===== src/rtl/and_gate_seq_pkg.sv =====
// Shared types and helpers for the AND-gate stimulus sequencer.
package and_gate_seq_pkg;

    typedef enum logic [1:0] {
        IDLE  = 2'd0,
        APPLY = 2'd1,
        DONE  = 2'd2
    } seq_state_e;

    localparam int MAX_WIDTH       = 8;
    localparam int DEF_WIDTH       = 3;
    localparam int DEF_HOLD_CYCLES = 4;

    // Sweep-order mapping: identity for binary, reflected Gray otherwise.
    function automatic logic [MAX_WIDTH-1:0] order_vec(input logic [MAX_WIDTH-1:0] idx,
                                                       input logic gray);
        return gray ? (idx ^ (idx >> 1)) : idx;
    endfunction

    function automatic logic expected_and(input logic [MAX_WIDTH-1:0] v, input int width);
        logic r;
        r = 1'b1;
        for (int i = 0; i < MAX_WIDTH; i++) begin
            if (i < width) r = r & v[i];
        end
        return r;
    endfunction

endpackage


===== src/rtl/gate_vector_counter.sv =====
// Vector index and hold counter; drives the registered gate input vector
// and flags the sample edge and the final vector.
module gate_vector_counter
    import and_gate_seq_pkg::*;
#(
    parameter int WIDTH       = DEF_WIDTH,
    parameter int HOLD_CYCLES = DEF_HOLD_CYCLES,
    parameter int GRAY        = 0
) (
    input  logic             clk,
    input  logic             rst,
    input  logic             load_i,
    input  logic             run_i,
    output logic [WIDTH-1:0] vec_o,
    output logic             sample_o,
    output logic             last_o
);

    localparam logic [7:0] HOLD_LAST = 8'(HOLD_CYCLES - 1);

    logic [WIDTH-1:0] index_q, index_d;
    logic [7:0]       hold_q, hold_d;
    logic [WIDTH-1:0] vec_q, vec_d;
    logic             vec_live;

    assign sample_o = run_i && (hold_q == HOLD_LAST);
    assign last_o   = (index_q == {WIDTH{1'b1}});
    assign vec_o    = vec_q;

    always_comb begin
        index_d  = index_q;
        hold_d   = hold_q;
        vec_live = 1'b0;
        if (load_i) begin
            index_d  = '0;
            hold_d   = '0;
            vec_live = 1'b1;
        end else if (run_i) begin
            vec_live = 1'b1;
            if (sample_o) begin
                hold_d = '0;
                // the final sample returns the gate inputs to zero for DONE
                if (last_o) vec_live = 1'b0;
                else        index_d  = index_q + WIDTH'(1);
            end else begin
                hold_d = hold_q + 8'd1;
            end
        end
        vec_d = vec_live ? WIDTH'(order_vec(8'(index_d), GRAY != 0)) : '0;
    end

    always_ff @(posedge clk or posedge rst) begin
        if (rst) begin
            index_q <= '0;
            hold_q  <= '0;
            vec_q   <= '0;
        end else begin
            index_q <= index_d;
            hold_q  <= hold_d;
            vec_q   <= vec_d;
        end
    end

endmodule


===== src/rtl/and_gate_sequencer.sv =====
// Sweeps a WIDTH-input AND gate through every input combination and scores its output.
// IDLE | wait for start    APPLY | hold and sample vectors    DONE | one-cycle done pulse
module and_gate_sequencer
    import and_gate_seq_pkg::*;
#(
    parameter int WIDTH       = DEF_WIDTH,
    parameter int HOLD_CYCLES = DEF_HOLD_CYCLES,
    parameter int GRAY        = 0
) (
    input  logic             clk,
    input  logic             rst,
    input  logic             start,
    output logic [WIDTH-1:0] vec,
    input  logic             z_in,
    output logic             busy,
    output logic             done,
    output logic [WIDTH:0]   err_count,
    output logic             fail_valid,
    output logic [WIDTH-1:0] first_fail,
    output logic             pass
);

    seq_state_e       state_q, state_d;
    logic [WIDTH:0]   err_q, err_d;
    logic             fail_q, fail_d;
    logic [WIDTH-1:0] first_q, first_d;
    logic             pass_q, pass_d;
    logic             busy_q, busy_d;
    logic             done_q, done_d;
    logic             load, run, sample, last, miss;

    assign load = (state_q == IDLE) && start;
    assign run  = (state_q == APPLY);

    gate_vector_counter #(
        .WIDTH       (WIDTH),
        .HOLD_CYCLES (HOLD_CYCLES),
        .GRAY        (GRAY)
    ) u_counter (
        .clk      (clk),
        .rst      (rst),
        .load_i   (load),
        .run_i    (run),
        .vec_o    (vec),
        .sample_o (sample),
        .last_o   (last)
    );

    assign miss = (z_in != expected_and(8'(vec), WIDTH));

    always_comb begin
        state_d = state_q;
        err_d   = err_q;
        fail_d  = fail_q;
        first_d = first_q;
        pass_d  = pass_q;
        case (state_q)
            IDLE: begin
                if (start) begin
                    state_d = APPLY;
                    err_d   = '0;
                    fail_d  = 1'b0;
                    first_d = '0;
                    pass_d  = 1'b0;
                end
            end
            APPLY: begin
                if (sample) begin
                    if (miss) begin
                        err_d = err_q + (WIDTH+1)'(1);
                        if (!fail_q) begin
                            fail_d  = 1'b1;
                            first_d = vec;
                        end
                    end
                    if (last) begin
                        state_d = DONE;
                        // registered with the DONE entry so pass is valid alongside done
                        pass_d  = (err_d == '0);
                    end
                end
            end
            DONE:    state_d = IDLE;
            default: state_d = IDLE;
        endcase
        busy_d = (state_d == APPLY);
        done_d = (state_d == DONE);
    end

    always_ff @(posedge clk or posedge rst) begin
        if (rst) begin
            state_q <= IDLE;
            err_q   <= '0;
            fail_q  <= 1'b0;
            first_q <= '0;
            pass_q  <= 1'b0;
            busy_q  <= 1'b0;
            done_q  <= 1'b0;
        end else begin
            state_q <= state_d;
            err_q   <= err_d;
            fail_q  <= fail_d;
            first_q <= first_d;
            pass_q  <= pass_d;
            busy_q  <= busy_d;
            done_q  <= done_d;
        end
    end

    assign busy       = busy_q;
    assign done       = done_q;
    assign err_count  = err_q;
    assign fail_valid = fail_q;
    assign first_fail = first_q;
    assign pass       = pass_q;

endmodule

===== config.mk =====
export PLATFORM = sky130hd
export DESIGN_NAME = and_gate_sequencer
export DESIGN_NICKNAME = d
export VERILOG_FILES = /design/src/rtl/and_gate_seq_pkg.sv /design/src/rtl/gate_vector_counter.sv /design/src/rtl/and_gate_sequencer.sv
export SDC_FILE = /design/constraint.sdc
export NUM_CORES = 1
export LEC_CHECK = 0
export ABC_AREA = 0
export CAP_MARGIN = 40
export CORE_MARGIN = 3
export CORE_UTILIZATION = 35
export DETAILED_ROUTE_END_ITERATION = 8
export GPL_ROUTABILITY_DRIVEN = 0
export PLACE_DENSITY = 0.55
export SYNTH_ARGS = -nofsm -noshare
export SYNTH_HDL_FRONTEND = slang
export SYNTH_SLANG_ARGS = --single-unit
export TNS_END_PERCENT = 1

===== constraint.sdc =====
create_clock -name clk -period 2.5 [get_ports clk]
set_input_delay 0.75 -clock clk [delete_from_list [all_inputs] [get_ports clk]]
set_output_delay 0.75 -clock clk [all_outputs]
set_load 0.03 [all_outputs]

Word level (Yosys, flattened, before mapping):

Cells that the tools add are included.

* bitwise operators: 2
* divide/modulo/power cells: 0
* equality and inequality tests: 11
* order comparisons: 0
* multiplexer cells: 34
* add/subtract/negate cells: 3
* shift operators: 0
* multiply operators: 0
* reductions and logical operators: 10

Operators with widths (count)
* $mux 3: 9
* $mux 8: 3
* $mux 4: 5
* $ne 2x2->1 const B: 5
* $mux 1: 9
* $add 8x1->8 const B: 1
* $eq 8x2->1 const B: 1
* $pmux 4 s2: 1
* $reduce_and 4->1: 2
* $mux 2: 3
* $pmux 3 s2: 1
* $reduce_and 5->1: 1
* $add 4x1->4 const B: 1
* $eq 2x1->1 const B: 2
* $logic_not 4->1: 1
* $pmux 1 s2: 2
* $pmux 2 s2: 1
* $reduce_bool 2->1: 2
* $add 3x1->3 const B: 1
* $eq 3x3->1 const B: 1
* $reduce_and 3->1: 1
* $and 1x1->1: 2
* $eq 2x2->1 const B: 1
* $logic_and 1x1->1: 2
* other kinds (2): 2

* ROM bits: 0
* RAM bits: 0
* bits of input ports: 4
* memories kept: 0
* latch bits: 0
* output and inout port bits: 14
* register bits: 27
* logic and storage cells: 70

Depth between registers and ports, before layout:

* word-level depth: 10
* gate-level depth with buffers: 7
* mapped depth without buffers: 6

Hierarchy:

Synthesis repeated with hierarchy kept, for this count alone.

* cell total of the unflattened synthesis: 136
* area total of the unflattened synthesis: 1378.8 um2

By module, submodules not included
* gate_vector_counter: cells an instance 74, seq. area each 350.3 um2, instances 1, area an instance 724.4 um2
* and_gate_sequencer: cells an instance 62, seq. area each 325.3 um2, instances 1, area an instance 654.4 um2

Worst setup path before layout:

Ideal clock, no wire load.

* path type: reg2reg
* start: register u_counter.hold_q[0]
* end: register u_counter.hold_q[1]
* clock period less this slack: 1857 ps
* setup time: 122 ps
* data arrival time: 1736 ps
* path slack: 643 ps
* path buffers: 1
* cell stages (with the launch flop): 6
* data required time: 2378 ps
* cells stage by stage: dfrtp_1 > ha_1 > or4b_4 > or2_2 > buf_2 > a32o_1

* longest elaborated chain between the ends: 5
* elaborated cells between the ends (all ways): 6
* classes of those cells: add/sub: 1; eq/ne: 1; mux: 3; reduce/logical: 1

Ends and longest elaborated chain
* start, declared: line gate_vector_counter.sv:22 `logic [7:0] hold_q, hold_d;`
* start signal, assigned: line gate_vector_counter.sv:59 `hold_q <= hold_d;`
* parallel branches: the longest is 2 deep, another holds $add 8x1->8
* $mux 8 (*): line gate_vector_counter.sv:40 `if (sample_o) begin`
* $mux 8 (*): line gate_vector_counter.sv:38 `end else if (run_i) begin`
* $mux 8 (*): line gate_vector_counter.sv:34 `if (load_i) begin`

Mark *: on every way between the ends. The select of a mux whose other input is x is not followed.
A chain may end at the register's enable or synchronous reset.

Final worst setup path:

* start: register err_q[0], in the netlist err_count[0]
* end: output err_count[0]

RTL lines
* start, declared: line and_gate_sequencer.sv:24 `logic [WIDTH:0] err_q, err_d;`
* start signal, assigned: line and_gate_sequencer.sv:101 `err_q <= err_d;`
* end, declared: line and_gate_sequencer.sv:17 `output logic [WIDTH:0] err_count,`

No word-level cell between the ends.

==> impl_metrics.ini <==
[clock_tree]
cts_buffers = 3
clockRootBuffer = clkbuf_8
cts_tree = built
clockBufferDepth = 2
cts.sink_count = 27
post_cts_buffers = 0
cts.clk_slew.worst_paths_ps = 90
cts_resized = 0
hold_buffers = 0
htreeDepth = 1
clock_latency_ps = 260

[worst_setup_path]
startpoint = err_count[0]
path_depth = 1
slowest_stage = clkdlybuf4s50_1
crit_chain = clkdlybuf4s50_1
critPathRequiredTime_ps = 1750
r2r-start = u_counter.hold_q[0]
timing.rr.end = first_fail[1]
worst_setup_path_start_kind = register
crit_buf_inv = 1
rr_worst_depth = 5
crit_end = err_count[0]
worstPathArrival_ps = 1440
cp_slowest_stage_delay_ps = 710
reg2reg_slack_ps = 320
end_kind = output port
crit_family = buffers and inverters
critPathMaxFanout = 8
critPathKind = register to output port

[sta]
finalHoldViolations = 0
hold-worst-slack_ps = 523.5
slew_viol_final = 0
worst-slew-pin-transition_ps = 565.4
fin_worst_skew_ps = 4.547
setup_viol = 0
slew_headroom_pct = 62.23
fmax_ghz = 0.4559
finalCritPeriodShare_pct = 87.73
setup_tns_ps = 0
fin_crit_ps = 2193
rsz0062_at_grt = false

[route]
wl_met3_um = 92
antenna_left = 0
routedWlPerCell_um = 12.39
dr.pass1.iters = 4
wl_met1_mm = 1.323
vias = 1029
drcViolationCount = 0
wirelength_mm = 2.564
drtIter0Drc = 48
routed-wl-met2_mm = 1.129
highest_layer = met4
vias_per_cell = 4.971

[synth]
syn_nets = 148
synth_flop_cell = dfrtp_1
post-synth-top-count-cell = dfrtp_1
yosysWarnings = 0
seq_area_frac_synth_pct = 50.51
ys_ff_latch = 27
syn_avg_cell_area_um2 = 9.486
synthCells = 141
synthDistinctLibCells = 36
synth_area_mm2 = 0.001338
yosys-top-cells-count = dfrtp_1 (27), nand2_1 (24), o21ai_0 (17)
synth_edf_count = 0
yosys.area.top_type_share_pct = 50.51
synth_area_leaders = dfrtp_1 (51%), nand2_1 (6.7%), o21ai_0 (6.4%)
synthArstFlopShare_pct = 100.0
synth_top_cell_by_area = dfrtp_1

[pwr]
max-vdd-ir-drop_mv = 0.3762
powerDensity_mw_per_mm2 = 1129
p_leak_nw = 0.6984

[run]
maxCapViolCount = 0

[layout]
area_growth_syn_to_layout_pct = 20.30
seqCellArea_um2 = 675.6
drive_gt1_share_pct = 7.453
stdcell_count = 207
nets = 169
fillers = 352
diodes = 0
multi_input_comb_area_um2 = 623.1

[floorplan]
fp.dieH_um = 67.82
core_area_mm2 = 0.003495
die_x_um = 67.82
fp-row-count = 21
num_io_pins = 18
die_area_mm2 = 0.004600
start_util_pct = 38.27

[global_route]
antenna_found_initial = 0
grt_overflow = 0
grt_max_degree = 28
grt_util_all_layers_pct = 12.97
grt_pass1_vias = 978
grt_pass1_wl_mm = 4.595

[placement]
dp_cells = 203
hpwl_mm = 1.914
io_buffer_count = 17

[outcome]
outcome = complete, no violations

[worst_hold_path]
hold_class = register to register
kinds of logic (layout without fill, tap and decap cells):
group           count (synthesis)  after routing  share of synthesized area, %
compound gates                 32             32                         14.41
xor+xnor                        5              5                         3.275
mux                             2              2                         1.497
buf+inv                         8             28                         2.899
fa+ha+maj                       3              3                         2.807
simple gates                   64             64                         24.60
flops                          27             27                         50.51
registers in the layout (all words and copies together) (netlist names):
register / flops
busy: 1
done: 1
err_count: 4
fail_valid: 1
first_fail: 3
pass: 1
state_q: 2
u_counter.hold_q: 8
u_counter.index_q: 3
u_counter.vec_o: 3
power by group:
part | internal, mW | leakage, nW | switching, mW | total [mW]
Combinational | 0.348 | 0.326 | 0.516 | 0.863
Sequential | 0.582 | 0.349 | 0.131 | 0.713
Clock | 0.114 | 0.0228 | 0.126 | 0.240
Total | 1.04 | 0.698 | 0.773 | 1.82
cell usage in the layout, fill, tap and decap left out, types with 4 or more instances in the layout:
cell type | synthesis | final
nand3_1 | 10 | 10
nor2_1 | 12 | 12
and3_1 | 4 | 4
inv_1 | 4 | 4
dfrtp_1 | 27 | 27
nand2_1 | 24 | 24
a21oi_1 | 5 | 5
clkdlybuf4s50_1 | 0 | 17
o21ai_0 | 17 | 17
layer usage:
layer	track usage, %	vias up
li1	-	530
met5	0	-
met3	1.970	2
met4	4.467	0
met2	18.47	14
met1	19.81	483
worst min-delay path by stage:
stage,end,depth (start not counted),slack (ps),from
floorplan,u_counter.hold_q[4],1,480,u_counter.hold_q[4]
global placement,first_fail[1],2,500,u_counter.vec_o[1]
detailed placement,u_counter.hold_q[4],1,510,u_counter.hold_q[4]
CTS,u_counter.hold_q[4],1,520,u_counter.hold_q[4]
global route,u_counter.hold_q[4],1,560,u_counter.hold_q[4]
finish,u_counter.hold_q[0],1,520,u_counter.hold_q[0]
through the flow:
stage               total power, mW  worst slack (ps)  util (%)  instance area [um2]
floorplan                     1.319             642.9         -                 1338
global placement              1.580             305.8     44.75                 1564
detailed placement            1.593             247.2     44.75                 1564
CTS                           1.844             295.6     46.04                 1609
global route                  1.969             149.5     46.04                 1609
finish                        1.816             306.8     46.04                 1609
layout make-up:
| class | instances | share of cell area (%) |
|---|---|---|
| clock buffers | 4 | 2.799 |
| well taps | 46 | 3.577 |
| flip-flops and latches | 27 | 41.99 |
| multi-input cells | 106 | 38.72 |
| repair buffers | 20 | 11.98 |
| inverters | 4 | 0.9331 |
(Power assumes the default switching activity.)
